## config.mk

```make
export PLATFORM = sky130hd
export DESIGN_NAME = arbiter
export DESIGN_NICKNAME = d
export VERILOG_FILES = /design/src/rtl/arbiter_pkg.sv /design/src/rtl/arbiter_prio_pick.sv /design/src/rtl/arbiter.sv
export SDC_FILE = /design/constraint.sdc
export NUM_CORES = 1
export LEC_CHECK = 0
export BUFFER_PORTS_ARGS = -buffer_cell sky130_fd_sc_hd__buf_4
export CAP_MARGIN = 20
export CORE_AREA = 2 2 39 41
export DETAILED_ROUTE_END_ITERATION = 16
export DIE_AREA = 0 0 41 43
export MAX_ROUTING_LAYER = met4
export PLACE_DENSITY_LB_ADDON = 0.1
export SETUP_SLACK_MARGIN = 0.4
export SYNTH_ARGS = -nofsm -noshare
export SYNTH_HDL_FRONTEND = slang
export SYNTH_HIERARCHICAL = 1
export SYNTH_SLANG_ARGS = --single-unit
```

## constraint.sdc

```tcl
create_clock -name clk -period 1.1 [get_ports clk]
set_input_delay 0.22 -clock clk [delete_from_list [all_inputs] [get_ports clk]]
set_output_delay 0.22 -clock clk [all_outputs]
set_load 0.1 [all_outputs]
```

## src/rtl/arbiter_pkg.sv

```systemverilog
// ----------------------------------------------------------------------------
// arbiter_pkg
// Shared types, sizing helpers and the round-robin reference pick function
// used by the arbiter slice.
//
// Contents:
//   MAX_N / IDX_W  - widest supported requester count and its index width
//   pick_t         - result of a round-robin search (valid + winning index)
//   ptr_width(n)   - width of the last-grant pointer, $clog2(n) but never 0
//   rr_pick(...)   - plain sequential round-robin search: starting just after
//                    ptr, walk n positions with wrap and return the first
//                    active requester
//
// Optional feature macro used by the slice: ARBITER_SVA_EN
// ----------------------------------------------------------------------------
package arbiter_pkg;

    localparam int MAX_N = 32;
    localparam int IDX_W = 5;

    typedef struct packed {
        logic             valid;
        logic [IDX_W-1:0] idx;
    } pick_t;

    // A one-requester pointer would be zero bits wide, so clamp to 1.
    function automatic int ptr_width(input int n);
        int w;
        w = $clog2(n);
        if (w < 1) begin
            w = 1;
        end else begin
            w = w;
        end
        return w;
    endfunction

    // Search (ptr+1+k) mod n for k = 0..n-1; the first set request wins.
    function automatic pick_t rr_pick(input logic [MAX_N-1:0] req,
                                      input logic [IDX_W-1:0] ptr,
                                      input int               n);
        pick_t r;
        int    idx;
        r.valid = 1'b0;
        r.idx   = {IDX_W{1'b0}};
        for (int k = 0; k < MAX_N; k++) begin
            idx = (int'(ptr) + 1 + k) % n;
            if ((k < n) && !r.valid && req[idx]) begin
                r.valid = 1'b1;
                r.idx   = idx[IDX_W-1:0];
            end else begin
                r.valid = r.valid;
            end
        end
        return r;
    endfunction

endpackage

```

## src/rtl/arbiter_prio_pick.sv

```systemverilog
// ----------------------------------------------------------------------------
// arbiter_prio_pick
// Combinational round-robin selector built as a double-width priority
// encoder. The low half holds the requests strictly above ptr, the high half
// holds all requests; the lowest set bit of the concatenation is therefore
// the first requester after ptr, wrapping to index 0 when none lie above it.
//
// Ports:
//   req_i        [N-1:0]      request vector
//   ptr_i        [PTR_W-1:0]  index of the last winner
//   next_grant_o [N-1:0]      one-hot winner, zero when no request
//   next_idx_o   [PTR_W-1:0]  index of the winner (0 when no request)
//   any_req_o                 at least one request is active
// ----------------------------------------------------------------------------
module arbiter_prio_pick
    import arbiter_pkg::*;
#(
    parameter int N     = 4,
    parameter int PTR_W = ptr_width(N)
) (
    input  logic [N-1:0]     req_i,
    input  logic [PTR_W-1:0] ptr_i,
    output logic [N-1:0]     next_grant_o,
    output logic [PTR_W-1:0] next_idx_o,
    output logic             any_req_o
);

    logic [N-1:0]   mask_s;
    logic [2*N-1:0] dbl_s;
    logic [PTR_W:0] pos_s;
    logic [PTR_W:0] idx_full_s;
    logic           found_s;

    // Keep only positions strictly above the last winner.
    always_comb begin
        mask_s = {N{1'b0}};
        for (int i = 0; i < N; i++) begin
            mask_s[i] = (i > int'(ptr_i)) ? 1'b1 : 1'b0;
        end
    end

    // Lowest set bit of {all requests, masked requests}; scanning downward
    // lets the last hit (the lowest index) win.
    always_comb begin
        dbl_s   = {req_i, req_i & mask_s};
        pos_s   = {(PTR_W+1){1'b0}};
        found_s = 1'b0;
        for (int i = 2*N-1; i >= 0; i--) begin
            if (dbl_s[i]) begin
                pos_s   = i[PTR_W:0];
                found_s = 1'b1;
            end else begin
                pos_s   = pos_s;
                found_s = found_s;
            end
        end
    end

    // Fold a hit in the unmasked upper half back onto a requester index.
    always_comb begin
        if (pos_s >= (PTR_W+1)'(N)) begin
            idx_full_s = pos_s - (PTR_W+1)'(N);
        end else begin
            idx_full_s = pos_s;
        end
    end

    assign any_req_o    = found_s;
    assign next_idx_o   = idx_full_s[PTR_W-1:0];
    assign next_grant_o = found_s ? ({{(N-1){1'b0}}, 1'b1} << next_idx_o)
                                  : {N{1'b0}};

endmodule

```

## src/rtl/arbiter.sv

```systemverilog
// ----------------------------------------------------------------------------
// arbiter
// N-way round-robin arbiter with a registered one-hot grant. The requester
// granted last becomes lowest priority on the next edge; the grant is a flop
// so it can drive long routes directly. Arbitration is recomputed every edge.
//
// Ports:
//   clk    clock, rising edge
//   reset  asynchronous, active-low reset (clears grant and pointer)
//   req    [N-1:0] request vector, bit i = agent i requesting
//   grant  [N-1:0] registered grant, one-hot or all-zero
//
// Build option: define ARBITER_SVA_EN to compile in the protocol checker
// (arbiter_checker below). Functional logic is identical either way.
// ----------------------------------------------------------------------------
module arbiter
    import arbiter_pkg::*;
#(
    parameter int N = 4
) (
    input  logic         clk,
    input  logic         reset,
    input  logic [N-1:0] req,
    output logic [N-1:0] grant
);

    localparam int PTR_W = ptr_width(N);

    logic [N-1:0]     grant_q;
    logic [N-1:0]     grant_d;
    logic [PTR_W-1:0] ptr_q;
    logic [PTR_W-1:0] ptr_d;
    logic [N-1:0]     next_grant_s;
    logic [PTR_W-1:0] next_idx_s;
    logic             any_req_s;

    arbiter_prio_pick #(
        .N     (N),
        .PTR_W (PTR_W)
    ) u_pick (
        .req_i        (req),
        .ptr_i        (ptr_q),
        .next_grant_o (next_grant_s),
        .next_idx_o   (next_idx_s),
        .any_req_o    (any_req_s)
    );

    // Next state: a winner moves the pointer; an idle cycle only clears grant.
    always_comb begin
        grant_d = grant_q;
        ptr_d   = ptr_q;
        if (any_req_s) begin
            grant_d = next_grant_s;
            ptr_d   = next_idx_s;
        end else begin
            grant_d = {N{1'b0}};
            ptr_d   = ptr_q;
        end
    end

    // Grant and last-winner pointer flops.
    always_ff @(posedge clk or negedge reset) begin
        if (!reset) begin
            grant_q <= {N{1'b0}};
            ptr_q   <= {PTR_W{1'b0}};
        end else begin
            grant_q <= grant_d;
            ptr_q   <= ptr_d;
        end
    end

    assign grant = grant_q;

`ifdef ARBITER_SVA_EN
    arbiter_checker #(
        .N     (N),
        .PTR_W (PTR_W)
    ) u_chk (
        .clk_i   (clk),
        .reset_i (reset),
        .req_i   (req),
        .grant_i (grant_q),
        .ptr_i   (ptr_q)
    );
`endif

endmodule

`ifdef ARBITER_SVA_EN
// ----------------------------------------------------------------------------
// arbiter_checker
// Concurrent protocol properties for arbiter. Properties that refer to the
// previous request also require the previous cycle to be out of reset, since
// the first edge after release still shows the reset-cleared grant.
// ----------------------------------------------------------------------------
module arbiter_checker #(
    parameter int N     = 4,
    parameter int PTR_W = 2
) (
    input logic             clk_i,
    input logic             reset_i,
    input logic [N-1:0]     req_i,
    input logic [N-1:0]     grant_i,
    input logic [PTR_W-1:0] ptr_i
);

    a_onehot: assert property (@(posedge clk_i) disable iff (!reset_i)
        $onehot0(grant_i));

    a_grant_subset: assert property (@(posedge clk_i) disable iff (!reset_i)
        $past(reset_i) |-> ((grant_i & ~$past(req_i)) == {N{1'b0}}));

    a_req_served: assert property (@(posedge clk_i) disable iff (!reset_i)
        ($past(reset_i) && ($past(req_i) != {N{1'b0}})) |-> (grant_i != {N{1'b0}}));

    a_idle_hold: assert property (@(posedge clk_i) disable iff (!reset_i)
        ($past(reset_i) && ($past(req_i) == {N{1'b0}}))
            |-> ((grant_i == {N{1'b0}}) && $stable(ptr_i)));

endmodule
`endif

```

==> summary.txt <==
Outcome
  • Status: finished with violations
  • Failing checks: setup timing

Final layout
  • Post-route insts no fill: 84
  • Most frequent cells in the layout: 18 x buf_4, 4 x dfrtp_4, 4 x buf_12
  • Most common cell after layout, fill and taps aside: buf_4
  • Fillers: 115
  • Final nets: 75
  • Area of the multi-input gates: 251 um^2
  • Number of antenna diodes: 0
  • Sequential cell area: 166 um^2
  • Layout area overhead: 95.3%
  • Ratio of cells with drive above 1 in the final layout: 0.706

Global route
  • Largest net degree at the start of global routing: 8
  • Initial antenna violation count: 0
  • Remaining Overflow, GRT: 0
  • GRT Overall Usage: 0.169
  • Number of global-route vias before repair: 408
  • First-pass GRT wire length: 1790 um

Route
  • Drt pass-1 iters: 4
  • Initial DRC Count: 9
  • Routed len/inst: 13.8 um
  • Remaining antenna violation count: 0
  • Via Count: 410
  • Vias/cell: 4.88
  • DRC Markers: 0
  • Routed wire length: 1160 um

Placed design
  • Placed cells: 69
  • Hpwl dp: 716 um
  • Placer congestion estimate: 0.890
  • Place WS: -0.153 ns
  • Port bufs: 9

Logic synthesis
  • Post-Synth XOR/XNOR Area: 0
  • Main combinational cell family by area after synthesis: simple AND/OR/NAND/NOR gates
  • Net Count, Synth: 45
  • Synth Instances: 39
  • Yosys top cell by area: dfrtp_1
  • Yosys top cell area share: 0.401
  • Post-synthesis sequential area ratio: 0.401
  • Post-Synth Adder-Cell Area: 0
  • Post-synthesis mux area share: 0.0602
  • Number of synthesized register bits: 6
  • Top cells by area, synth: dfrtp_1 40%, and2_2 8.0%, mux2_2 6.0%, a21oi_1 5.4%, a311oi_2 4.0%
  • Compound-Gate Fraction of Synth Area: 0.244
  • YS warnings: 6
  • Post-Syn Area: 374 um^2
  • Synth cell types: 21
  • Simple-gate share of the synthesized area: 0.261
  • Synthesized area per cell: 9.59 um^2

STA
  • Max Slew Vio Count: 0
  • Worst-Margin Slew: 0.256 ns
  • Setup violations, final: 10
  • Unrepaired setup endpoints after global routing: true
  • Final hold violation count: 0
  • Max Fclk: 0.814 GHz
  • Max-slew headroom: 0.829
  • Period utilisation layout: 1.12
  • Min cycle time layout: 1.23 ns
  • Final Skew: 0.00359 ns
  • PnR worst setup slack: -0.129 ns

Pwr
  • Pwr Density: 2050 mW/mm^2
  • Peak VDD IR: 0.959 mV
  • Pleak: 0.347 nW

Setup path
  • CP max FO: 4
  • Setup crit start kind: flip-flop
  • Critical path arrival: 1.37 ns
  • Slowest CP cell: dfrtp_1
  • Setup CP Type: flip-flop to flip-flop
  • Reg-to-reg critical path startpoint: ptr_q[0]$_DFFE_PN0P_
  • Required time of the critical path: 1.24 ns
  • Reg-to-reg critical path endpoint: ptr_q[0]$_DFFE_PN0P_
  • CP cell instances: nand2b_4 > o21ai_2 > a211o_1 > mux2_4
  • Crit-path max cell delay: 0.38 ns
  • R2R setup slack: -0.13 ns
  • Reg2Reg Depth: 4
  • Element type at the critical path end: flip-flop

Floorplan
  • Site Rows: 14
  • Initial Utilization: 0.270
  • Die W: 41 um
  • Die Y: 43 um
  • Ports: 10
  • Core Region: 0.00138 mm^2
  • Total die area: 0.00176 mm^2

Clock network
  • Clk_lat worst skew: 0.25 ns
  • Clk buf depth: 2
  • Root buffer cell: clkbuf_4
  • CTS buffer count: 3
  • Htree depth: 1
  • CTS Sinks: 6
  • Clock transition at path regs: 0.05 ns
  • CTS tree: yes

Hold path
  • Hold Crit Class: input port to asynchronous set/reset pin

Job
  • MaxCap Viol Count: 0
==> cells in the mapped netlist <==
| master | instances |
|---|---|
| or2_4 | 1 |
| a21oi_1 | 4 |
| and2_2 | 4 |
| buf_2 | 1 |
| inv_1 | 2 |
| nand2_1 | 2 |
| o32ai_1 | 1 |
| o221a_1 | 1 |
| dfrtp_1 | 6 |
| o21ai_1 | 2 |
| nand2b_2 | 1 |
| nand2b_1 | 2 |
| nor2_2 | 1 |
| nor2_1 | 3 |
| a21boi_1 | 1 |
| mux2_2 | 2 |
| o211a_1 | 1 |
| a311oi_2 | 1 |
| a211o_1 | 1 |
| nand3b_1 | 1 |
| nor3_1 | 1 |
==> critical path: cells and delay by family (launching register included) <==
kind	cells	cell delay, ns
AOI/OAI and AO/OA	2	0.32
muxes	1	0.25
DFF	1	0.38
and+or+nand+nor	1	0.16
==> per-stage QoR <==
step / area, um^2 / power [mW] / util / hold WS, ns / setup TNS (ns)
6_report: 731 / 1.50 / 0.528 / 0.319 / -0.557
5_1_grt: 731 / 1.57 / 0.528 / 0.324 / -0.860
4_1_cts: 698 / 1.42 / 0.505 / 0.308 / -0.511
3_5_place_dp: 529 / 0.924 / 0.382 / 0.0350 / -0.537
3_3_place_gp: 529 / 0.914 / 0.382 / 0.0322 / -0.338
2_1_floorplan: 408 / 0.781 / - / -0.0756 / -0.0963
==> metal layers <==
metal  global-route usage  wire length [um]  share of wire  vias to the layer above
met3               0.0681                56          0.048                        4
met1                0.174               487           0.42                      194
met4                0.133                34          0.029                        0
met5                    -                 0              0                        -
li1                     -                 -              -                      196
met2                0.241               583           0.50                       16
==> sequential cells by signal, indices dropped and copies added (netlist names) <==
register  count
grant         4
ptr_q         2
==> worst max path at each step <==
stage | endpoint | cells after the start | start
after floorplan | ptr_q[0]$_DFFE_PN0P_ | 4 | ptr_q[0]$_DFFE_PN0P_
after global placement | ptr_q[0]$_DFFE_PN0P_ | 4 | ptr_q[0]$_DFFE_PN0P_
after detailed placement | ptr_q[0]$_DFFE_PN0P_ | 4 | ptr_q[0]$_DFFE_PN0P_
after CTS | ptr_q[0]$_DFFE_PN0P_ | 4 | ptr_q[0]$_DFFE_PN0P_
after global routing | ptr_q[0]$_DFFE_PN0P_ | 4 | ptr_q[0]$_DFFE_PN0P_
final | ptr_q[0]$_DFFE_PN0P_ | 4 | ptr_q[0]$_DFFE_PN0P_
==> logic make-up after synthesis <==
logic type	count (synthesis)
and+or+nand+nor	16
AOI/OAI and AO/OA	12
DFF	6
buffers and inverters	3
muxes	2
==> timing repair <==
item,in CTS,in global routing
pin swaps,2,1
setup buffers,8,2
endpoints found under the hold margin,6,0
setup endpoints to repair,10,10
hold buffers,1,0
resized for setup,19,5
==> power breakdown <==
part,total (mW),internal (mW),switching (mW)
Clock,0.235,0.139,0.0967
Combinational,0.916,0.480,0.436
Sequential,0.350,0.297,0.0533
Total,1.50,0.915,0.586
==> cell type report <==
class                           instances  area share
Clock buffer                            4      0.0360
Multi-Input combinational cell         30       0.344
Inverter                                2      0.0103
Timing Repair Buffer                   26       0.354
Tap cell                               16      0.0274
Sequential cell                         6       0.228
Power figures use the tool's default switching activity.
